## src/rtl/mem_arbiter.sv

```systemverilog
// Single-port RAM arbiter: data requester has priority, instruction fetch is protected from starvation.
// Latency: one arbitration cycle in IDLE, then one or more grant cycles until ram_ready; one bubble between grants.
// Backpressure: iwait/dwait stay high until the granted access sees ram_ready; the loser keeps waiting.
module mem_arbiter #(
  parameter int MAX_D_STREAK = 4,
  parameter int ADDR_W       = 32
) (
  input  logic              CLK,
  input  logic              nRST,
  input  logic              iREN,
  input  logic [ADDR_W-1:0] iaddr,
  output logic              iwait,
  output logic [ADDR_W-1:0] iload,
  input  logic              dREN,
  input  logic              dWEN,
  input  logic [ADDR_W-1:0] daddr,
  input  logic [ADDR_W-1:0] dstore,
  output logic              dwait,
  output logic [ADDR_W-1:0] dload,
  output logic              ramREN,
  output logic              ramWEN,
  output logic [ADDR_W-1:0] ramaddr,
  output logic [ADDR_W-1:0] ramstore,
  input  logic [ADDR_W-1:0] ramload,
  input  logic              ram_ready,
  output logic [2:0]        d_streak
);

  typedef enum logic [1:0] {
    IDLE   = 2'd0,
    IGRANT = 2'd1,
    DGRANT = 2'd2
  } state_t;

  localparam logic [2:0] MAX_S = 3'(MAX_D_STREAK);

  state_t     state_q, state_d;
  logic [2:0] streak_q, streak_d;
  logic       d_req;

  assign d_req    = dREN | dWEN;
  assign d_streak = streak_q;

  // State and streak registers; reset drops straight to IDLE so strobes fall without a clock.
  always_ff @(posedge CLK or negedge nRST) begin
    if (!nRST) begin
      state_q  <= IDLE;
      streak_q <= 3'd0;
    end else begin
      state_q  <= state_d;
      streak_q <= streak_d;
    end
  end

  // Next state: data wins in IDLE unless instruction has waited through MAX_D_STREAK data accesses.
  always_comb begin
    state_d  = state_q;
    streak_d = streak_q;
    case (state_q)
      IDLE: begin
        if (d_req && !(iREN && (streak_q >= MAX_S))) begin
          state_d = DGRANT;
        end else if (iREN) begin
          state_d = IGRANT;
        end
      end
      DGRANT: begin
        if (!d_req) begin
          // Requester withdrew: abort without counting it as a completed access.
          state_d = IDLE;
        end else if (ram_ready) begin
          state_d = IDLE;
          if (iREN) begin
            streak_d = (streak_q >= MAX_S) ? MAX_S : streak_q + 3'd1;
          end else begin
            streak_d = 3'd0;
          end
        end
      end
      IGRANT: begin
        if (!iREN) begin
          state_d = IDLE;
        end else if (ram_ready) begin
          state_d  = IDLE;
          streak_d = 3'd0;
        end
      end
      default: begin
        state_d = IDLE;
      end
    endcase
  end

  // Outputs: RAM port follows the granted requester; the other side simply waits.
  always_comb begin
    ramREN   = 1'b0;
    ramWEN   = 1'b0;
    ramaddr  = '0;
    ramstore = '0;
    iwait    = iREN;
    dwait    = d_req;
    iload    = '0;
    dload    = '0;
    case (state_q)
      DGRANT: begin
        ramaddr  = daddr;
        ramstore = dstore;
        // A simultaneous read+write request is served as the write.
        ramWEN   = dWEN;
        ramREN   = dREN & ~dWEN;
        dwait    = ~ram_ready;
        dload    = ramload;
      end
      IGRANT: begin
        ramaddr = iaddr;
        // Gated by iREN so a dropped fetch releases the strobe in the same cycle.
        ramREN  = iREN;
        iwait   = ~ram_ready;
        iload   = ramload;
      end
      default: begin
      end
    endcase
  end

endmodule

```

## config.mk

```make
export PLATFORM = sky130hd
export DESIGN_NAME = mem_arbiter
export DESIGN_NICKNAME = d
export VERILOG_FILES = /design/src/rtl/mem_arbiter.sv
export SDC_FILE = /design/constraint.sdc
export NUM_CORES = 1
export LEC_CHECK = 0
export ABC_CLOCK_PERIOD_IN_PS = 2910
export CAP_MARGIN = 20
export CORE_AREA = 5 5 102 104
export CTS_CLUSTER_DIAMETER = 40
export DETAILED_ROUTE_END_ITERATION = 8
export DIE_AREA = 0 0 107 109
export PLACE_DENSITY = 0.67
export SLEW_MARGIN = 20
export SYNTH_ARGS = -nofsm -noshare
export SYNTH_HDL_FRONTEND = slang
export SYNTH_SLANG_ARGS = --single-unit
export TNS_END_PERCENT = 100
```

## constraint.sdc

```tcl
create_clock -name CLK -period 2.91 [get_ports CLK]
set_input_delay 0.582 -clock CLK [delete_from_list [all_inputs] [get_ports CLK]]
set_output_delay 0.582 -clock CLK [all_outputs]
set_load 0.01 [all_outputs]
```

Word level (Yosys, flattened, before mapping)
Cells that the tools add are included.
{"block": "totals", "regBits": 5, "out_inout_bits": 135}
{"block": "classes", "add_sub_neg": 1, "order_cmp": 1, "n_eq_ne": 7, "mux": 21, "bitwise_logic": 4, "reduce_logical": 6}
{"cell": "2-to-1 mux 32 bit", "count": 3}
{"cell": "case mux 32 bit (2 select lines)", "count": 1}
{"cell": "2-to-1 mux 3 bit", "count": 6}
{"cell": "2-to-1 mux 2 bit", "count": 5}
{"cell": "inequality test 2 bit (second input constant)", "count": 4}
{"cell": "case mux 2 bit (3 select lines)", "count": 1}
{"cell": "case mux 3 bit (2 select lines)", "count": 1}
{"cell": "AND reduction 5 bit", "count": 1}
{"cell": "adder 3 x 1 -> 3 bit (second input constant)", "count": 1}
{"cell": "greater-or-equal comparator 3 bit (second input constant)", "count": 1}
{"cell": "2-to-1 mux 1 bit", "count": 3}
{"cell": "inequality test 3 bit (second input constant)", "count": 1}
{"cell": "== test 2 x 1 -> 1 bit (second input constant)", "count": 1}
{"cell": "== test 2 bit (second input constant)", "count": 1}
{"cell": "logical AND 1 bit", "count": 2}
{"cell": "logical NOT 2 bit", "count": 1}
{"cell": "NOT 1 bit", "count": 2}
{"cell": "case mux 1 bit (2 select lines)", "count": 1}
{"cell": "nonzero test 2 bit", "count": 1}
{"cell": "AND 1 bit", "count": 1}
{"cell": "logical NOT 1 bit", "count": 1}
{"cell": "OR 1 bit", "count": 1}

Depth between registers and ports, before layout
Gate-level depths: netlist (run 1).
{"block": "logic_depth", "depth_word": 6, "ltp_mapped": 7, "ltp_nobuf": 5}

Worst setup path before layout (run 1)
Ideal clock, no wire load.
{"block": "synth_timing", "kind": "register to output", "startpoint": "register state_q[0]", "endpoint": "output dload[11]", "t_arrival_ns": 1.442, "required_ns": 2.328, "slack_ns": 0.886, "path_stages_with_launch": 7, "cell_sequence": "dfrtp_1 > inv_1 > ha_1 > buf_4 > clkbuf_1 > clkbuf_1 > and2_1"}
{"block": "synth_between", "elab_chain_len": 2}
{"element": "from (decl)", "line_no": "37", "rtl": "state_t state_q, state_d;"}
{"element": "from (signal assigned)", "line_no": "50", "rtl": "state_q <= state_d;"}
{"element": "== test 2 bit", "line_no": "104", "rtl": "case (state_q)"}
{"element": "2-to-1 mux 32 bit", "line_no": "104"}
{"element": "to (decl)", "line_no": "19", "rtl": "output logic [ADDR_W-1:0] dload,"}
Every way passes these cells.

Worst setup path after layout (run 1)
{"block": "layout_timing", "startpoint": "register state_q[0]", "endpoint": "output ramaddr[4]"}
{"block": "layout_between", "elab_chain_len": 2}
{"element": "== test 2 x 1 -> 1 bit or == test 2 bit (tied branches)", "line_no": "104"}
{"element": "case mux 32 bit (2 select lines) *", "line_no": "104"}
{"element": "to (decl)", "line_no": "22", "rtl": "output logic [ADDR_W-1:0] ramaddr,"}
Mark *: on every way between the ends. The rest lies on a longest branch, timed or not.

==> reports/qor.csv, run 1 <==
metric;value;unit
design area;4414;um2
final count of hold timing violations;0;
post-route ant nets;0;
Worst Setup SP;state_q[0]$_DFFE_PN0P_;
CTS tree;yes;
switching share of power;0.4191;
height of the die;109;um
first-pass GRT wire length;15120;um
layout overhead on the synthesized area;182.2;%
minimum clock period;2742;ps
hold path depth;1;
RSZ-0062 raised after global routing;false;
cell internal pwr;1669;uW
First-pass DRT Iterations;4;
CP endpoint kind;primary output;
CTS sink cnt;5;
Non-Filler Instances;599;
Post-DP HPWL;8298;um
crit-path leading delay family;buffers and inverters;
Setup TNS;0;ps
worst path cell trace;inv_1 -> ha_2 -> buf_12 -> a22oi_1 -> nor2b_1 -> clkdlybuf4s50_1;
final setup vio count;0;
layout cells sized above 1;0.02268;
vias per cell;4.364;
htree depth;1;
Antenna Diode Count;0;
DIE AREA;11660;um2
final worst path period share;0.9423;
total number of vias;2614;
cts repair resizes;0;
Die X;107;um
final worst slack;167.9;ps
reg2reg path depth;6;
sw power;1205;uW
Clock Power Share;0.045;
Final Core Density;0.4667;
clock root buffer;clkbuf_8;
fmax;364.7;MHz
layout net count;627;
Hold Crit Start;d_streak[1]$_DFFE_PN0P_;
outcome;finished clean;
Power Dens Cells;651.1;nW/um2
Syn Area/Cell;6.800;um2
CTS Buffer Depth;2;
max-slew violations;0;
CP Data Arrival Time;2160;ps
Port Buffers;268;
Avg WL per Cell;16.90;um
Mapped Area;1564;um2
drc violations;0;
top-count cell post-synth;and2_1;
Placement Cell Area;4369;um2
Seq/Total Area, Yosys;0.08000;
top cells by area, synth;and2_1 39%, a22oi_1 15%, nor2b_1 13%;
max_slew headroom;0.7471;
Post-Syn Instances;230;
worst skew pair latency;220;ps
clk_skew;1.227;ps
Critical path buffers and inverters;3;
I/O pin cnt;269;
Unique masters post-synth;28;
Post-synth top flop;dfrtp_1;
slowest CP cell;clkdlybuf4s50_1;
# rows;36;
final estimated routing congestion in global placement;0.8076;
Starting Density;0.1653;
R2R setup slack;840;ps
final WL;10130;um
Setup WS pre-CTS;309.8;ps
WS Path Type;flop to primary output;
Async SR Flop Fraction;1.000;
leakage;0.001612;uW
Seq cells post-synth;5;
Hold/Removal Path Class;flop to flop;
top cell type's share of synthesized area;0.3920;
Ys Warns;0;
Logic pwr share;0.907;
top post-synthesis cells by count;98 x and2_1, 33 x nor2b_1, 32 x a22oi_1;
CTS buffer count;3;
initial antenna violation count;0;
EDFF count, synth;0;
Core Footprint;9459;um2
Max VDD drop;0.0003201;V
hold_buf cts;0;
Slew @ Worst Pin;374.2;ps
Crit Path Max Fanout;100;
gr usage total;0.1614;
pin count of the biggest net entering global routing;101;
share of total power in sequential cells;0.047;
CP required;2330;ps
Post-Syn Nets;371;
gr ovfl total;0;
R2R Path Start;state_q[0]$_DFFE_PN0P_;
post-placement cell count;595;
setup bufs post-CTS;0;
Clk pin slew, worst setup/hold paths;40;ps
max-cap viol count;0;
max incr delay on CP;590;ps
vias in the first global route;2815;
leading area contributor after synthesis;and2_1;
crit start category;flop;
Detailed Route Iter0 Violations;122;
critical path depth;6;
[sequential cells by signal, indices dropped and copies added (netlist names)]
signal / cells
state_q: 2
d_streak: 3
[cell usage in the layout, fill, tap and decap left out, drive strengths merged]
master and count:
clkdlybuf4s50 268, and2 98, nor2b 33, a22oi 32, ha 7, inv 5
dfrtp 5, buf 5, o21ai 4, clkbuf 4, nand2 3, nor4bb 2
nor2 2, nand4b 2, o211ai 2, nand3 2, nor3 1, a21oi 1
nand2b 1, nor4b 1, or3b 1, o21a 1, a22o 1, mux2 1
nand3b 1, a31oi 1, o2bb2ai 1
[metrics by stage]
| step | hold slack, ps | power (uW) |
|---|---|---|
| 4_1_cts | 583.3 | 2946 |
| 3_5_place_dp | 559.5 | 2795 |
| 5_1_grt | 590.1 | 3116 |
| 6_report | 569.0 | 2874 |
| 3_3_place_gp | 551.8 | 2779 |
| 2_1_floorplan | 286.4 | 1326 |
[per-layer routing]
layer  part of all wire  global-route usage
met4             0.0022             0.01644
met3               0.13             0.07993
met5                  0                   0
met1               0.39              0.1791
met2               0.48              0.2887
[power by group through the flow]
stage	Combinational, uW	Sequential (uW)	Clock, uW
floorplan	1190	135	0
global placement	2640	134	0
detailed placement	2660	137	0
CTS	2670	137	135
global route	2830	142	139
finish	2610	136	130
[cell type report]
cell class                      instances  area, um2
Multi-Input combinational cell        198       1338
Inverter                                5      18.77
Tap cell                              114      142.6
Clock buffer                            4      45.04
Sequential cell                         5      125.1
Timing Repair Buffer                  273       2745
Fill cell                             969       5045
[path summary, 6_finish.rpt]
kind                                            to
max                                     ramaddr[4]
min                        d_streak[1]$_DFFE_PN0P_
max reg2reg                d_streak[0]$_DFFE_PN0P_
min reg2reg                d_streak[1]$_DFFE_PN0P_
max in group asynchronous  d_streak[0]$_DFFE_PN0P_
min in group asynchronous  d_streak[2]$_DFFE_PN0P_
[worst reg2reg max path: stages (launching register included)]
cell and delay, ps:
dfrtp_1 420, inv_1 120, ha_2 200, buf_12 300, or3b_1 460, nor4bb_1 180
mux2_2 270
[cell families (layout without fill, tap and decap cells)]
| family | Yosys count | after routing | synth area share |
|---|---|---|---|
| AOI/OAI and AO/OA | 43 | 43 | 0.1992 |
| adders and majority gates | 7 | 7 | 0.05600 |
| buffers and inverters | 27 | 282 | 0.06800 |
| DFF | 5 | 5 | 0.08000 |
| muxes | 1 | 1 | 0.007199 |
| and+or+nand+nor | 147 | 147 | 0.5896 |
Power figures use the tool's default switching activity.
==> run 2: changes to the inputs <==
--- a/config.mk
+++ b/config.mk
@@ -10,3 +10,3 @@
 export CORE_AREA = 5 5 102 104
-export CTS_CLUSTER_DIAMETER = 40
+export CTS_CLUSTER_DIAMETER = 30
 export DETAILED_ROUTE_END_ITERATION = 8
--- a/constraint.sdc
+++ b/constraint.sdc
@@ -3,2 +3,2 @@
 set_output_delay 0.582 -clock CLK [all_outputs]
-set_load 0.01 [all_outputs]
+set_load 0.02 [all_outputs]
==> run 2 against run 1 <==
Compared with the run above:
- power rose by 15%
- largest power group unchanged
- critical endpoint is now ramaddr[27]
- clock power down 5%
- sequential cell count stayed put
- sequential power about the same
- clock skew barely moved
- setup slack worse by 16 ps
- wire length rose by 1.4%
- highest routed layer unchanged
==> reports/qor.csv, run 2 (synthesis results as in run 1) <==
metric;value;unit;change
outcome;finished clean;;unchanged
Slew @ Worst Pin;447.1;ps;was 374.2 ps
RSZ-0062 raised after global routing;false;;unchanged
Starting Density;0.1653;;unchanged
Post-DP HPWL;8620;um;was 8298 um
hold_buf cts;0;;unchanged
CP Data Arrival Time;2180;ps;was 2160 ps
CTS tree;yes;;unchanged
max-cap viol count;0;;unchanged
worst path cell trace;inv_1 -> ha_2 -> buf_12 -> a22oi_1 -> nor2b_1 -> clkdlybuf4s50_1;;unchanged
CTS sink cnt;5;;unchanged
# rows;36;;unchanged
clk_skew;1.448;ps;was 1.227 ps
cts repair resizes;0;;unchanged
max reg flops;3;;unchanged
I/O pin cnt;269;;unchanged
vias per cell;4.370;;was 4.364
crit-path leading delay family;buffers and inverters;;unchanged
max_slew headroom;0.6979;;was 0.7471
Setup WS pre-CTS;260.1;ps;was 309.8 ps
CTS Buffer Depth;2;;unchanged
worst skew pair latency;210;ps;was 220 ps
gr ovfl total;0;;unchanged
clock root buffer;clkbuf_8;;unchanged
Die X;107;um;unchanged
Final Core Density;0.4688;;was 0.4667
first-pass GRT wire length;15150;um;was 15120 um
Detailed Route Iter0 Violations;71;;was 122
leakage;0.001620;uW;was 0.001612 uW
gr usage total;0.1623;;was 0.1614
slowest CP cell;clkdlybuf4s50_1;;unchanged
Hold Crit Start;d_streak[1]$_DFFE_PN0P_;;unchanged
final worst slack;151.4;ps;was 167.9 ps
Avg WL per Cell;17.12;um;was 16.90 um
initial antenna violation count;0;;unchanged
height of the die;109;um;unchanged
setup bufs post-CTS;0;;unchanged
minimum clock period;2759;ps;was 2742 ps
vias in the first global route;2834;;was 2815
post-route ant nets;0;;unchanged
pin count of the biggest net entering global routing;70;;was 101
crit start category;flop;;unchanged
Antenna Diode Count;0;;unchanged
Hold/Removal Path Class;flop to flop;;unchanged
final WL;10270;um;was 10130 um
CP required;2330;ps;about the same
Core Footprint;9459;um2;unchanged
WS Path Type;flop to primary output;;unchanged
Max VDD drop;0.0003197;V;was 0.0003201 V
Crit Path Max Fanout;69;;was 100
CTS buffer count;3;;unchanged
met2 Usage GRT;0.2945;;was 0.2887
max incr delay on CP;630;ps;was 590 ps
Port Buffers;268;;unchanged
final worst path period share;0.9480;;was 0.9423
DIE AREA;11660;um2;unchanged
leading cell type in the layout, fill and taps excluded;clkdlybuf4s50_1;;unchanged
Clk pin slew, worst setup/hold paths;30;ps;was 40 ps
htree depth;1;;unchanged
Power Dens Cells;743.1;nW/um2;was 651.1 nW/um2
fmax;362.5;MHz;was 364.7 MHz
First-pass DRT Iterations;4;;unchanged
max-slew violations;0;;unchanged
final estimated routing congestion in global placement;0.7796;;was 0.8076
GR Util met3;0.06868;;was 0.07993
layer with the highest usage;met2;;unchanged
layout overhead on the synthesized area;183.5;%;was 182.2%
layout net count;628;;was 627
final setup vio count;0;;unchanged
drc violations;0;;unchanged
met1 usage;0.1812;;was 0.1791
commonest cells after routing, fill and taps aside;268 x clkdlybuf4s50_1, 98 x and2_1, 33 x nor2b_1, 32 x a22oi_1;;unchanged
total number of vias;2622;;was 2614
Critical path buffers and inverters;3;;unchanged
CP endpoint kind;primary output;;unchanged
Worst Setup SP;state_q[1]$_DFFE_PN0P_;;was state_q[0]$_DFFE_PN0P_
Setup TNS;0;ps;unchanged
final count of hold timing violations;0;;unchanged
R2R Path Start;state_q[0]$_DFFE_PN0P_;;unchanged
layout cells sized above 1;0.02469;;was 0.02268
-- run 2: changes by cell type in the layout (fill, tap and decap cells not counted) --
cell,previous run,this run
buf_12,2,3
-- run 2: worst paths after layout --
check	endpoint	slack, ps	cells past startpoint
max reg2reg	d_streak[0]$_DFFE_PN0P_	880	6
min	d_streak[1]$_DFFE_PN0P_	560	1
max	ramaddr[27]	150	6
min in group asynchronous	d_streak[2]$_DFFE_PN0P_	590	1
min reg2reg	d_streak[1]$_DFFE_PN0P_	560	1
max in group asynchronous	state_q[1]$_DFFE_PN0P_	2130	1
-- run 2: worst reg2reg max path, cell delays in order, from the launching register on --
cell,delay (ps)
dfrtp_1,420
inv_1,120
ha_2,240
buf_12,220
or3b_1,450
nor4bb_1,200
mux2_2,270
-- run 2: report_power, final --
part           internal, uW  switching, uW  total (uW)
sequential             97.9           38.8         137
clock                  93.7           29.7         123
combinational          1510           1530        3030
total                  1700           1600        3290
-- run 2: metal layers --
metal / vias to the layer above / routed length, um / share of wire
met4: 0 / 54 / 0.0053
met2: 174 / 4996 / 0.49
met1: 1168 / 3914 / 0.38
li1: 1276 / - / -
met5: - / 0 / 0
met3: 4 / 1304 / 0.13
-- run 2: area by class of cell --
cell class	instances	area, um2
Clock buffer	4	45.04
Multi-Input combinational cell	198	1338
Inverter	5	18.77
Timing Repair Buffer	274	2765
Sequential cell	5	125.1
Tap cell	114	142.6
Fill cell	936	5025
-- run 2: metrics by stage --
step | area [um2] | instances | power [uW] | hold WS, ps
finish | 4434 | 600 | 3295 | 562.9
CTS | 4434 | 600 | 3348 | 570.0
detailed placement | 4389 | 596 | 3206 | 559.7
global route | 4434 | 600 | 3525 | 579.2
floorplan | 1564 | 230 | 1705 | 286.4
global placement | 4389 | 596 | 3183 | 553.9
==> run 3: changes to the inputs <==
CTS_CLUSTER_SIZE = 10   (was not set)
==> results of run 3 <==
No change in the layout: final DEF, timing and power equal those of run 2.
